[src/rtl/flop_bank_arbiter.sv]
// flop_bank_arbiter: round-robin write arbiter with locked bursts over a DEPTH x N flop bank, one registered read port
module flop_bank_arbiter #(
  parameter int N = 4,
  parameter int NREQ = 4,
  parameter int DEPTH = 8,
  parameter int AW = 3,
  parameter int MAX_BURST = 4
) (
  input  logic              clk,
  input  logic              reset,
  input  logic [NREQ-1:0]   req,
  input  logic [NREQ-1:0]   lock,
  input  logic [NREQ*AW-1:0] wr_addr,
  input  logic [NREQ*N-1:0] wr_data,
  output logic [NREQ-1:0]   grant,
  output logic              busy,
  input  logic [AW-1:0]     rd_addr,
  output logic [N-1:0]      rd_data
);
  localparam int OW = NREQ > 1 ? $clog2(NREQ) : 1;
  localparam int CW = $clog2(MAX_BURST + 1);
  typedef enum logic {IDLE, OWNED} state_t;
  state_t state, state_n;
  logic [OW-1:0] ptr, ptr_n, owner, owner_n, win, base;
  logic [CW-1:0] cnt, cnt_n;
  logic [N-1:0] bank [DEPTH];
  logic hold, we;
  logic [AW-1:0] waddr;
  logic [N-1:0] wdata;
  always_comb begin
    hold = state == OWNED && req[owner] && lock[owner] && 32'(cnt) < MAX_BURST;
    base = state == OWNED ? OW'((int'(owner) + 1) % NREQ) : ptr;
    win = base;
    for (int i = NREQ - 1; i >= 0; i--)
      if (req[(int'(base) + i) % NREQ]) win = OW'((int'(base) + i) % NREQ);
    state_n = hold || |req ? OWNED : IDLE;
    owner_n = hold ? owner : |req ? win : owner;
    cnt_n = hold ? cnt + 1'b1 : |req ? CW'(1) : '0;
    ptr_n = state == OWNED && !hold ? base : ptr;
    waddr = wr_addr[int'(owner)*AW +: AW];
    wdata = wr_data[int'(owner)*N +: N];
    we = state == OWNED && req[owner] && 32'(waddr) < DEPTH;
  end
  always_ff @(posedge clk or posedge reset)
    if (reset) begin
      state <= IDLE;
      ptr <= '0;
      owner <= '0;
      cnt <= '0;
      rd_data <= '0;
      for (int i = 0; i < DEPTH; i++) bank[i] <= '0;
    end else begin
      state <= state_n;
      ptr <= ptr_n;
      owner <= owner_n;
      cnt <= cnt_n;
      if (we) bank[waddr] <= wdata;
      rd_data <= 32'(rd_addr) < DEPTH ? bank[rd_addr] : '0;
    end
  assign grant = state == OWNED ? NREQ'(1) << owner : '0;
  assign busy = state == OWNED;
endmodule

[config.mk]
export PLATFORM = sky130hd
export DESIGN_NAME = flop_bank_arbiter
export DESIGN_NICKNAME = d
export VERILOG_FILES = /design/src/rtl/flop_bank_arbiter.sv
export SDC_FILE = /design/constraint.sdc
export NUM_CORES = 1
export LEC_CHECK = 0
export BUFFER_PORTS_ARGS = -buffer_cell sky130_fd_sc_hd__buf_4
export CAP_MARGIN = 20
export CORE_MARGIN = 4
export CORE_UTILIZATION = 35
export DETAILED_ROUTE_END_ITERATION = 8
export PLACE_DENSITY_LB_ADDON = 0.12
export SLEW_MARGIN = 15
export SYNTH_ARGS = -nofsm -noshare
export SYNTH_HDL_FRONTEND = slang
export SYNTH_SLANG_ARGS = --single-unit
[constraint.sdc]
create_clock -name clk -period 2.7 [get_ports clk]
set_input_delay 0.54 -clock clk [delete_from_list [all_inputs] [get_ports clk]]
set_output_delay 0.54 -clock clk [all_outputs]
set_load 0.01 [all_outputs]
After elaboration in Yosys (flattened, before gate mapping)
Cells that the tools add are included.
{"block": "totals", "rom_bits": 0, "ramBits": 0, "register_bits": 44, "out_inout_bits": 9, "wordCells": 79, "latchBits": 0, "mem_count": 0, "input_bits": 41}
{"block": "classes", "n_div": 0, "magnitude_cmp": 9, "n_mul": 1, "shift": 3, "n_bitwise": 6, "n_eq_ne": 0, "mux": 30, "reduce_logical": 12, "addsub": 5}
{"op": "32-bit bitwise mux", "count": 1}
{"op": "4-bit two-way mux", "count": 4}
{"op": "16-bit by 5-bit indexed part select with 4-bit output", "count": 1}
{"op": "1-bit binary-select mux with 2-bit select", "count": 6}
{"op": "4-bit binary-select mux with 3-bit select", "count": 1}
{"op": "4-bit demux with 3-bit select", "count": 1}
{"op": "3-bit by 4-bit less-than comparator with 1-bit output, second input constant", "count": 3}
{"op": "12-bit by 5-bit indexed part select with 3-bit output", "count": 1}
{"op": "1-bit two-way mux", "count": 11}
{"op": "2-bit two-way mux", "count": 5}
{"op": "4-bit >= comparator, second input constant", "count": 2}
{"op": "3-bit NOT with 4-bit output", "count": 2}
{"op": "2-bit by 3-bit less-than comparator with 1-bit output, second input constant", "count": 2}
{"op": "2-bit OR reduction", "count": 3}
{"op": "1-bit logical AND", "count": 5}
{"op": "2-bit by 1-bit adder with 2-bit output, second input constant", "count": 2}
{"op": "2-bit adder, second input constant", "count": 2}
{"op": "4-bit by 1-bit less-than comparator with 1-bit output, second input constant", "count": 1}
{"op": "2-bit by 2-bit multiplier with 4-bit output, second input constant", "count": 1}
{"op": "4-bit OR reduction", "count": 1}
{"op": "1-bit by 2-bit left shift with 4-bit output, first input constant", "count": 1}
{"op": "3-bit by 1-bit adder with 3-bit output, second input constant", "count": 1}
{"op": "1-bit AND, first input constant", "count": 3}
{"op": "3-bit less-than comparator, second input constant", "count": 1}
{"op": "5 further kinds", "count": 5}

Longest topological paths before layout
{"block": "logic_depth", "ltp_word": 12, "ltp_mapped": 8, "depth_no_buf": 6}

Worst setup path before layout
No wires, ideal clock.
{"block": "synth_timing", "path_kind": "input to register", "from": "input port req[1]", "to": "register ptr[0]", "setup_slack_ns": 0.560, "n_path_buf": 2, "cell_stages": 6, "setup_ns": 0.125, "t_arrival_ns": 2.015, "t_required_ns": 2.575, "path_cell_list": "clkbuf_1 mux4_2 and4b_1 clkbuf_2 nor2b_2 mux2_2"}
{"block": "synth_via", "elab_chain_cells": 7}
{"item": "from (decl)", "line": "11", "text": "input logic [NREQ-1:0] req,"}
{"item": "1-bit binary-select mux with 2-bit select", "line": "31", "text": "hold = state == OWNED && req[owner] && lock[owner] && 32'(cnt) < MAX_BURST;"}
{"item": "1-bit two-way mux (implied by the code)", "line": "31"}
{"item": "1-bit logical AND (3 in a row)", "line": "31"}
{"item": "1-bit logical NOT", "line": "39", "text": "ptr_n = state == OWNED && !hold ? base : ptr;"}
{"item": "1-bit logical AND", "line": "39"}
{"item": "to (signal assigned)", "line": "54", "text": "ptr <= ptr_n;"}
{"item": "to (decl)", "line": "24", "text": "logic [OW-1:0] ptr, ptr_n, owner, owner_n, win, base;"}
Every way passes these cells. The select of a mux whose other input is x is not followed.
A chain may end at the register's enable or synchronous reset.

Final worst setup path
{"block": "layout_timing", "from": "register owner[0]", "to": "register ptr[0]"}
{"block": "layout_via", "elab_chain_cells": 7, "word_cells_on_any_way": 11, "cone_classes": "add/sub (1); mux (5); reduce/logical (5)"}
{"item": "from (decl)", "line": "24"}
{"item": "from (signal assigned)", "line": "55", "text": "owner <= owner_n;"}
{"item": "1-bit binary-select mux with 2-bit select", "line": "31"}
{"item": "1-bit two-way mux (implied by the code)", "line": "31"}
{"item": "1-bit logical AND (3 in a row)", "line": "31"}
{"item": "1-bit logical NOT", "line": "39"}
{"item": "1-bit logical AND", "line": "39"}
Several ways; a longest one is shown, not always the timed one. The select of a mux whose other input is x is not followed.

==> impl_metrics.py <==
metrics = {
    "drt": {
        "routed_via_density": 5.39,
        "drt_pass1_iterations": 4,
        "drc": 0,
        "wl_mm": 5.56,
        "wl_per_cell_um": 18.9,
        "postRouteAntennaNets": 0,
        "vias": 1589,
        "drtIter0Drc": 77,
    },
    "die": {
        "io-pin-count": 50,
        "rows": 29,
        "die_y_um": 89.9,
        "start_util_pct": 36.5,
        "coreArea_mm2": 0.00642,
        "die_width_um": 89.9,
        "dieArea_mm2": 0.00808,
    },
    "layout": {
        "insertedDiodeCount": 0,
        "area_growth_pct": 23.6,
        "post-route-util_pct": 45.2,
        "drive_gt1_share_pct": 52.3,
        "final_nets": 263,
        "final_cells": 295,
    },
    "clock_network": {
        "clockBufferDepth": 2,
        "cts_tree": "yes",
        "postCtsHoldBufs": 0,
        "numCtsBuffers": 5,
        "cts_max_level": 2,
        "cts.reportedPaths.clkPinSlew_ns": 0.08,
        "postCtsSetupBuffers": 0,
        "clkSinkCount": 44,
        "cts_resized": 0,
        "clock_latency_ns": 0.29,
        "root_buffer": "clkbuf_8",
    },
    "timing": {
        "setup-violations-final": 0,
        "hold_viol": 0,
        "tightest_slew_ns": 0.993,
        "finalSetupTns_ns": 0,
        "relSlewSlack_pct": 33.2,
        "fin_crit_sh_pct": 79.7,
        "drv_slew": 0,
        "hold_slack_ns": 0.375,
        "clock_skew_ns": 0.0115,
        "timing.fmax_mhz": 465,
        "period_minus_slack_ns": 2.15,
        "rsz0062_at_grt": "false",
    },
    "placement": {
        "portBuffers": 49,
        "dp_cells": 287,
        "place_hpwl_mm": 4.20,
        "place_congestion": 0.882,
    },
    "yosys": {
        "post_synth.cell_area_avg_um2": 14.1,
        "ys_seq_elements": 44,
        "ys_warn_count": 0,
        "synth_commonest_cells": "dfrtp_1, mux2_2, mux4_2",
        "yosys.area.top_type": "dfrtp_1",
        "synth_top_area_share_pct": 46.9,
        "synth_most_common_cell": "dfrtp_1",
        "async_flop_share_pct": 100,
        "ys_types": 30,
        "synthTopCellsByArea": "dfrtp_1, mux2_2, mux4_2, mux4_1, ha_1",
        "ys_seq_area_share_pct": 46.9,
        "synth_edf_count": 0,
        "synth_cells": 166,
        "synth_nets": 212,
        "ys.flop_type": "dfrtp_1",
        "syn_area_mm2": 0.00235,
    },
    "setup_path": {
        "start_kind": "register",
        "path_buf_inv": 0,
        "path_max_fanout": 9,
        "rr_worst_depth": 4,
        "worstSetupPathType": "register to register",
        "critPathMaxStageDelay_ns": 0.66,
        "critPathRequiredTime_ns": 2.87,
        "endpoint_kind": "register",
        "crit_arrival_ns": 2.32,
        "cp.depth": 4,
        "cpLargestDelayFamily": "multiplexers",
        "crit_slowest_cell": "mux4_2",
        "worstPathCellList": "mux4_2, and4b_1, nor2b_2, mux2_2",
    },
    "power_and_ir_drop": {
        "leakage_nw": 1.29,
        "p_per_area_mw_per_mm2": 1050,
        "vdd_drop_max_v": 0.000574,
    },
    "global_route": {
        "grt_pass1_wl_mm": 9.47,
        "antenna_found_initial": 0,
        "grt_usage_pct": 14.8,
        "grt_pass1_vias": 1791,
        "gr-total-overflow": 0,
        "grt_max_degree": 45,
    },
    "hold_path": {
        "min_path_type": "primary input to asynchronous set/reset pin",
    },
    "flow_run": {
        "cap_violations": 0,
    },
    "status": {
        "status": "completed",
    },
}
[metrics by stage]
stage | setup slack [ns] | instance area, um^2 | power (W)
6_report | 0.547 | 2900 | 0.00303
5_1_grt | 0.397 | 2900 | 0.00327
4_1_cts | 0.534 | 2900 | 0.00307
3_5_place_dp | 0.518 | 2790 | 0.00257
3_3_place_gp | 0.556 | 2790 | 0.00250
2_1_floorplan | 0.560 | 2350 | 0.00215
[worst register-to-register path: cells and delay by family, from the launching register on]
kind	cells	cell delay, ns
AND/OR/NAND/NOR	2	0.46
multiplexers	2	1.01
flip-flops	1	0.56
[logic make-up after synthesis]
group / count (synthesis) / share of synthesized area [%]
adder cells (fa/ha/maj): 5 / 2.67
multiplexers: 58 / 35.9
flip-flops: 44 / 46.9
AND/OR/NAND/NOR: 33 / 8.10
AO/OA/AOI/OAI: 13 / 3.84
buffers and inverters: 13 / 2.56
[worst paths after layout]
check,startpoint,end,slack [ns]
setup reg to reg,owner[0]$_DFFE_PP0P_,ptr[0]$_DFFE_PP0P_,0.55
hold / removal,reset,bank[4]$_DFFE_PP0P_,0.37
setup / recovery,owner[0]$_DFFE_PP0P_,ptr[0]$_DFFE_PP0P_,0.55
hold reg to reg,cnt[0]$_DFF_PP0_,cnt[0]$_DFF_PP0_,0.46
min in group clk,cnt[0]$_DFF_PP0_,cnt[0]$_DFF_PP0_,0.46
max in group asynchronous,reset,bank[13]$_DFFE_PP0P_,1.91
[sequential cells by signal, summed over array words and instances, names as in the netlist]
name     flops
busy         1
cnt          3
rd_data      4
ptr          2
owner        2
bank        32
[per-layer routing]
metal	routed length, um	part of all wire [%]	track usage, %
met1	2400	43	18.2
met2	2790	50	25.9
met3	262	4.7	3.01
met4	106	1.9	5.23
met5	0	0	0
[cells in the final DEF, fill, tap and decap left out]
| cell type | synthesis | routed |
|---|---|---|
| buf_4 | 0 | 52 |
| dfrtp_1 | 44 | 44 |
| mux2_2 | 41 | 41 |
| mux4_2 | 13 | 13 |
| nand3_1 | 8 | 8 |
| and2_1 | 8 | 8 |
| inv_1 | 5 | 5 |
| ha_1 | 5 | 5 |
| clkbuf_8 | 0 | 5 |
| nor2_1 | 4 | 4 |
| nor2b_1 | 4 | 4 |
| a21oi_1 | 4 | 4 |
| nand2b_1 | 3 | 3 |
| mux4_1 | 3 | 3 |
| o21ai_0 | 2 | 2 |
| o41ai_1 | 2 | 2 |
| nand2_1 | 1 | 1 |
| o22ai_1 | 1 | 1 |
| a22o_1 | 1 | 1 |
| nand3b_1 | 1 | 1 |
| and4b_1 | 1 | 1 |
| nor4_1 | 1 | 1 |
| mux2i_1 | 1 | 1 |
| o32ai_1 | 1 | 1 |
| a221o_1 | 1 | 1 |
| nor2b_2 | 1 | 1 |
| nor3_1 | 1 | 1 |
| a2111oi_0 | 1 | 1 |
| clkbuf_1 | 4 | 1 |
| bufinv_16 | 0 | 1 |
| clkinv_2 | 0 | 1 |
[power by group]
group	internal, W	switching [W]
combinational	0.000781	0.000598
sequential	0.000978	0.000183
clock	0.000275	0.000217
total	0.00203	0.000998
[final cells by class]
| cell class | count | area (um^2) |
|---|---|---|
| Inverter | 5 | 18.8 |
| Clock inverter | 2 | 35.0 |
| Fill cell | 597 | 3520 |
| Sequential cell | 44 | 1100 |
| Tap cell | 77 | 96.3 |
| Clock buffer | 6 | 72.6 |
| Multi-Input combinational cell | 109 | 1190 |
| Timing Repair Buffer | 52 | 390 |
(Power assumes the default switching activity.)
